[config.mk]
export PLATFORM = sky130hd
export DESIGN_NAME = pid_rx_tracker
export DESIGN_NICKNAME = d
export VERILOG_FILES = /design/src/rtl/pid_rx_tracker.sv
export SDC_FILE = /design/constraint.sdc
export NUM_CORES = 1
export LEC_CHECK = 0
export ABC_AREA = 1
export CAP_MARGIN = 20
export CORE_MARGIN = 3
export CORE_UTILIZATION = 40
export CTS_BUF_LIST = sky130_fd_sc_hd__clkbuf_2 sky130_fd_sc_hd__clkbuf_4 sky130_fd_sc_hd__clkbuf_8
export CTS_CLUSTER_SIZE = 25
export DETAILED_ROUTE_END_ITERATION = 10
export PLACE_DENSITY = 0.73
export SLEW_MARGIN = 20
export SYNTH_ARGS = -nofsm -noshare
export SYNTH_HDL_FRONTEND = slang
export SYNTH_SLANG_ARGS = --single-unit
[constraint.sdc]
create_clock -name clk -period 1.2 [get_ports clk]
set_input_delay 0.18 -clock clk [delete_from_list [all_inputs] [get_ports clk]]
set_output_delay 0.18 -clock clk [all_outputs]
set_load 0.05 [all_outputs]
[src/rtl/pid_rx_tracker.sv]
// USB PID receive stage: captures and validates the PID byte, classifies it,
// and tracks the expected DATA0/DATA1 toggle per endpoint.
module pid_rx_tracker #(
    parameter int          NUM_EP      = 4,
    parameter int          EP_W        = 2,
    parameter logic [15:0] ACCEPT_MASK = 16'h6E0E
) (
    input  logic              clk,
    input  logic              n_rst,
    input  logic [7:0]        rcv_data,
    input  logic              pid_load,
    input  logic              pid_clear,
    input  logic [EP_W-1:0]   ep_sel,
    input  logic              toggle_update,
    input  logic              toggle_reset,
    output logic [3:0]        pid,
    output logic              pid_valid,
    output logic              pid_err,
    output logic              toggle_err,
    output logic              overrun,
    output logic              is_token,
    output logic              is_data,
    output logic              is_handshake,
    output logic [NUM_EP-1:0] exp_toggle
);

    typedef enum logic [1:0] {ST_EMPTY, ST_HELD, ST_ERR} state_t;

    state_t             state, state_n;
    logic [3:0]         pid_n;
    logic               valid_n, err_n, terr_n, ovr_n;
    logic               tok_n, data_n, hs_n;
    logic [NUM_EP-1:0]  exp_n;
    logic               chk_ok, acc_ok, is_data_pid;
    logic               ep_hit, exp_cur;

    always_ff @(posedge clk or negedge n_rst) begin
        if (!n_rst) begin
            state        <= ST_EMPTY;
            pid          <= 4'h0;
            pid_valid    <= 1'b0;
            pid_err      <= 1'b0;
            toggle_err   <= 1'b0;
            overrun      <= 1'b0;
            is_token     <= 1'b0;
            is_data      <= 1'b0;
            is_handshake <= 1'b0;
            exp_toggle   <= '0;
        end else begin
            state        <= state_n;
            pid          <= pid_n;
            pid_valid    <= valid_n;
            pid_err      <= err_n;
            toggle_err   <= terr_n;
            overrun      <= ovr_n;
            is_token     <= tok_n;
            is_data      <= data_n;
            is_handshake <= hs_n;
            exp_toggle   <= exp_n;
        end
    end

    always_comb begin
        chk_ok      = (rcv_data[7:4] == ~rcv_data[3:0]);
        acc_ok      = ACCEPT_MASK[rcv_data[3:0]];
        is_data_pid = (rcv_data[2:0] == 3'b011);

        // Out-of-range endpoints never match, so they neither toggle nor flag.
        ep_hit  = 1'b0;
        exp_cur = 1'b0;
        exp_n   = exp_toggle;
        for (int i = 0; i < NUM_EP; i++) begin
            if (int'(ep_sel) == i) begin
                ep_hit  = 1'b1;
                exp_cur = exp_toggle[i];
                if (toggle_reset)
                    exp_n[i] = 1'b0;
                else if (toggle_update)
                    exp_n[i] = ~exp_toggle[i];
            end
        end

        state_n = state;
        pid_n   = pid;
        valid_n = 1'b0;
        err_n   = pid_err;
        terr_n  = 1'b0;
        ovr_n   = overrun;

        if (pid_load) begin
            pid_n = rcv_data[3:0];
            if (state == ST_HELD)
                ovr_n = 1'b1;
            if (chk_ok && acc_ok) begin
                state_n = ST_HELD;
                valid_n = 1'b1;
                err_n   = 1'b0;
                terr_n  = is_data_pid && ep_hit && (rcv_data[3] != exp_cur);
            end else begin
                state_n = ST_ERR;
                err_n   = 1'b1;
            end
        end else if (pid_clear) begin
            state_n = ST_EMPTY;
            err_n   = 1'b0;
            ovr_n   = 1'b0;
        end

        tok_n  = (state_n == ST_HELD) && (pid_n == 4'h1 || pid_n == 4'h9 || pid_n == 4'hD);
        data_n = (state_n == ST_HELD) && (pid_n == 4'h3 || pid_n == 4'hB);
        hs_n   = (state_n == ST_HELD) && (pid_n == 4'h2 || pid_n == 4'hA || pid_n == 4'hE);
    end

endmodule

Word-level counts from Yosys, hierarchy flattened

Memories as Yosys holds them, arrays and structs flattened.
Index checks and enable logic that the tools add are counted.

Bitwise logic cells: 5
Divide/modulo/power cells: 0
Reductions and logical operators: 19
Order comparisons: 1
Mux-type cells: 30
Add/subtract/negate cells: 0
Shift operators: 0
Equality and inequality tests: 17
Multipliers: 0

Operator list:

| cell                                                       | number |
|---|---|
| 2-to-1 mux 1 bit                                           | 26 |
| equality test 4 bit, second input constant                 | 5 |
| AND reduction 2 bit                                        | 5 |
| equality test 4 x 2 -> 1 bit, second input constant        | 2 |
| equality test 2 x 1 -> 1 bit, second input constant        | 3 |
| logical AND 1 bit                                          | 6 |
| 2-to-1 mux 2 bit                                           | 3 |
| logical OR 1 bit                                           | 5 |
| less-than comparator 4 x 5 -> 1 bit, second input constant | 1 |
| equality test 2 bit, second input constant                 | 2 |
| equality test 4 x 1 -> 1 bit, second input constant        | 1 |
| equality test 4 bit                                        | 1 |
| 2-to-1 mux 4 bit                                           | 1 |
| inverter 1 bit                                             | 4 |
| inverter 4 bit                                             | 1 |
| nonzero test 2 bit                                         | 2 |
| equality test 3 x 2 -> 1 bit, second input constant        | 1 |
| zero test 2 bit                                            | 1 |
| != test 2 x 1 -> 1 bit, second input constant              | 1 |
| != test 1 bit                                              | 1 |

Memories kept: 1
RAM bits: 0
Bits of input ports: 16
ROM bits: 16
Flip-flop bits (word level): 17
Output and inout bits: 15
Logic and storage cells: 86
Bits in latches: 0

Memories:

| memory          | words | bits a word | rd ports | clocked after Yosys merged registers in | write ports | line | text |
|---|---|---|---|---|---|---|---|
| (no name shown) | 16    | 1           | 1        | 0                                       | 0           | 65   | `acc_ok = ACCEPT_MASK[rcv_data[3:0]];` |

Logic depth before layout (Yosys ltp)

Word-level depth: 9
Gate-level depth with buffers: 11
Depth with buffers taken out: 11

Worst setup path after synthesis

OpenSTA, ideal clock, no wires.

Path type: reg-to-reg
Start point: register exp_toggle[0]
End point: register toggle_err
Buffers on the path: 0
Arrival time: 1.096 ns
Period minus slack after synthesis: 1.215 ns
Setup slack: -0.015 ns
Data required time: 1.082 ns
Setup time: 0.118 ns
Stages on the path, launching flop included: 6
Cell sequence: dfrtp_1 -> inv_1 -> nand3_1 -> nand4_1 -> xor2_1 -> nor2_1

Longest elaborated chain between the ends: 8

RTL lines:

| what                           | line | text |
|---|---|---|
| start, declared                | 24   | `output logic [NUM_EP-1:0] exp_toggle` |
| start signal, assigned         | 59   | `exp_toggle <= exp_n;` |
| 2-to-1 mux 1 bit (4 in series) | 73   | `if (int'(ep_sel) == i) begin` |
| != test 1 bit                  | 98   | `terr_n = is_data_pid && ep_hit && (rcv_data[3] != exp_cur);` |
| logical AND 1 bit              | 98   |  |
| 2-to-1 mux 1 bit               | 94   | `if (chk_ok && acc_ok) begin` |
| 2-to-1 mux 1 bit               | 90   | `if (pid_load) begin` |
| named net terr_n               | 31   | `logic valid_n, err_n, terr_n, ovr_n;` |
| end signal, assigned           | 54   | `toggle_err <= terr_n;` |
| end, declared                  | 19   | `output logic toggle_err,` |

The timed path passes the listed nets, and every way through them passes these cells.
A chain may end at the register's enable or synchronous reset.

Worst setup path after layout

Start point: input port ep_sel[1]
End point: register toggle_err

Longest elaborated chain between the ends: 9
Elaborated cells between the ends (all ways): 17
Classes of those cells: eq/ne: 4; mux: 10; reduce/logical: 3

RTL lines:

| what                                               | line | text |
|---|---|---|
| start, declared                                    | 13   | `input logic [EP_W-1:0] ep_sel,` |
| zero test 2 bit                                    | 73   |  |
| 2-to-1 mux 1 bit (4 in series)                     | 73   |  |
| != test 1 bit or logical AND 1 bit (tied branches) | 98   |  |
| logical AND 1 bit (*)                              | 98   |  |
| 2-to-1 mux 1 bit (*)                               | 94   |  |
| 2-to-1 mux 1 bit (*)                               | 90   |  |
| named net terr_n                                   | 31   |  |

Mark *: on every way through the listed nets, which the timed path passes. The rest lies on a longest branch.

==> flow_summary.ini <==
[run_status]
status = finished, final reports clean

[critical_path]
cp_cell_sequence = clkdlybuf4s50_1 > inv_1 > nand2_1 > nor2_1 > inv_1 > nand4_1 > xor2_1 > nor2_1
cp-end-kind = flip-flop
critPathSlowestCell = clkdlybuf4s50_1
required_ns = 1.40
crit_type = in2reg
path_max_fanout = 4
critPathLaunchType = input pin
worstPathArrival_ns = 1.34
crit_family = buffers and inverters
slowest_delay_ns = 0.47
r2r_cells = 5
r2r_start = exp_toggle[1]$_DFFE_PN0P_
reg2reg_slack_ns = 0.13
path_buf_inv = 3
r2r_end = toggle_err$_DFF_PN0_

[power]
peakVddDrop_v = 0.000834
pwr-share-comb_pct = 36.1
powerDensity_mw_per_mm2 = 1010
p_sw_uw = 530
sequentialPowerShare_pct = 42.7
p_int_mw = 1.01
clockPowerShare_pct = 21.2
swShare_pct = 34.4
leakage_nw = 0.761

[global_routing]
busiest_layer = met2
met2_usage_pct = 34.3
grt_pass1_vias = 878
grt_max_degree = 18
use_met1_pct = 19.3
grt-ovfl-total = 0
grt_use_total_pct = 18.7
antenna_found_initial = 0
grt_pass1_wl_microns = 3600
grt_use_met3_pct = 4.27

[cells_and_area]
fillers = 136
final_common_cell = nand2_1
regArea_sq_um = 428
syn2layout_area_growth_pct = 79.5
multi_input_area_sq_um = 377
drive_gt1_share_pct = 38.5
fin_nets = 175
diodes = 0
fin_util_pct = 77.3
stdcell_count = 183
layout_common_cells = nand2_1, buf_4, dfrtp_1, buf_12, inv_1

[sta]
clock.fmax_mhz = 874
setup_viol = 0
slew_viol_final = 0
finalHoldViolCount = 0
period_minus_slack_ns = 1.14
worst_pin_slew_ns = 0.231
skew_ns = 0.00862
finalCritPeriodShare_pct = 95.3
slew_headroom_pct = 84.6

[cts]
cts_buffers = 3
root_buffer = clkbuf_4
cts_max_level = 1
clk-insertion-delay-late_ns = 0.31
cts_tree = yes
clk_path_buf_depth = 2
cts_sinks = 17
clkTransAtPathRegs_ns = 0.11

[floorplanning]
io_pins = 31
coreArea_sq_mm = 0.00198
rows = 16
fp.dieArea_sq_mm = 0.00272
fp.dieW_microns = 52.2
dieHeight_microns = 52.2
start_util_pct = 43.1

[synth]
ys_ff_latch = 17
syn_area_sq_um = 853
yosysUniqueCellTypes = 20
yosys_warnings = 0
synth_seq_area_share_pct = 49.9
synth.avg_cell_area_sq_um = 8.20
synthCells = 104
synth_nets = 122

[hold_path]
hold_path_class = in2async

[routing]
drc_errors = 0
drtIter0Drc = 9
drtAntennaViolNets = 0
viasPerCell = 4.71
firstDrtPassIters = 4
drt_wl_total_microns = 2270
vias = 862
wl_per_cell_microns = 12.4

[placement]
io_buffers = 30
gp_congestion = 0.782
dpl.hpwl_microns = 1740
place_inst = 178

[flow_run]
cap_violations = 0
==> cell usage after synthesis <==
master    n  share of area (%)
nand2_1  21                9.2
dfrtp_1  17                 50
nor3_1    2                1.2
o21ai_0   2                1.2
nor2_2    3                2.2
nand3_2   2                2.3
a22o_1    1                1.0
o22ai_1   2                1.5
or2_1     1               0.73
inv_2     5                2.2
buf_4     1               0.88
nand4_1   2                1.5
xnor2_1   2                2.1
nand2_2   4                2.9
nor2_1   12                5.3
o21ai_1   5                2.9
inv_1    14                6.2
xor2_1    1                1.0
ha_1      2                2.9
nand3_1   5                2.9
==> worst max-delay path by stage <==
stage / slack [ns] / end / cells after the start / startpoint
after floorplan: 0.03 / toggle_err$_DFF_PN0_ / 5 / exp_toggle[1]$_DFFE_PN0P_
after global placement: -0.55 / is_handshake$_DFF_PN0_ / 11 / rcv_data[0]
after detailed placement: -0.54 / is_data$_DFF_PN0_ / 11 / rcv_data[0]
after CTS: 0.02 / is_data$_DFF_PN0_ / 9 / rcv_data[2]
after global routing: -0.01 / is_token$_DFF_PN0_ / 10 / rcv_data[5]
final: 0.06 / toggle_err$_DFF_PN0_ / 8 / ep_sel[1]
==> per-layer routing <==
layer | share of wire (%) | vias to the layer above | wire length [microns]
met5 | 0 | - | 0
met4 | 2.1 | 0 | 48
met3 | 6.7 | 5 | 153
met2 | 54 | 30 | 1220
met1 | 37 | 401 | 843
li1 | - | 426 | -
==> registers in the layout, summed over array words and instances, names as in the netlist <==
signal / flops
exp_toggle: 4
pid_valid: 1
is_handshake: 1
pid: 4
overrun: 1
is_data: 1
is_token: 1
state: 2
toggle_err: 1
pid_err: 1
==> power by group through the flow <==
stage,combinational (mW),clock (mW),sequential (mW)
after floorplan,0.123,0,0.774
after global placement,0.538,0,0.667
after detailed placement,0.548,0,0.670
after CTS,0.553,0.341,0.659
after global routing,0.593,0.363,0.664
final,0.556,0.327,0.658
==> metrics by stage <==
step                      hold WS, ns  setup WS, ns  setup TNS, ns  power, mW  area [sq um]
after floorplan                -0.116        0.0300              0      0.897           856
after global placement          0.508        -0.545          -4.11       1.21          1470
after detailed placement        0.521        -0.544          -4.42       1.22          1470
after CTS                       0.181        0.0181              0       1.55          1510
after global routing            0.182       -0.0129        -0.0129       1.62          1530
final                           0.181        0.0561              0       1.54          1530
==> worst reg2reg max path, delay by kind of cell (launching register included) <==
family | cells | cell delay [ns]
buffers and inverters | 1 | 0.07
XOR/XNOR | 1 | 0.16
AND/OR/NAND/NOR | 3 | 0.31
flip-flops | 1 | 0.43
==> layout make-up <==
type | count | share of cell area (%)
timing repair buffer | 49 | 38.6
multi-input combinational | 67 | 24.6
tap | 27 | 2.21
clock inverter | 1 | 0.490
inverter | 19 | 4.66
sequential | 17 | 27.9
clock buffer | 3 | 1.47
==> cells by family (layout without fill, tap and decap cells) <==
family,Yosys count,in the layout,synth area share [%]
AOI/OAI and AO/OA,10,10,6.60
buffers and inverters,20,72,9.24
adders and majority gates,2,2,2.93
xor gates and xnor gates,3,3,3.08
and+or+nand+nor,52,52,28.3
DFF,17,17,49.9
==> repair_timing <==
| item | CTS | global route |
|---|---|---|
| gates resized for setup | 5 | 11 |
| hold buffers | 0 | 0 |
| pin swaps | 6 | 6 |
| buffers inserted | 1 | 0 |
| endpoints found under the setup margin | 8 | 3 |
Power figures use the tool's default switching activity.
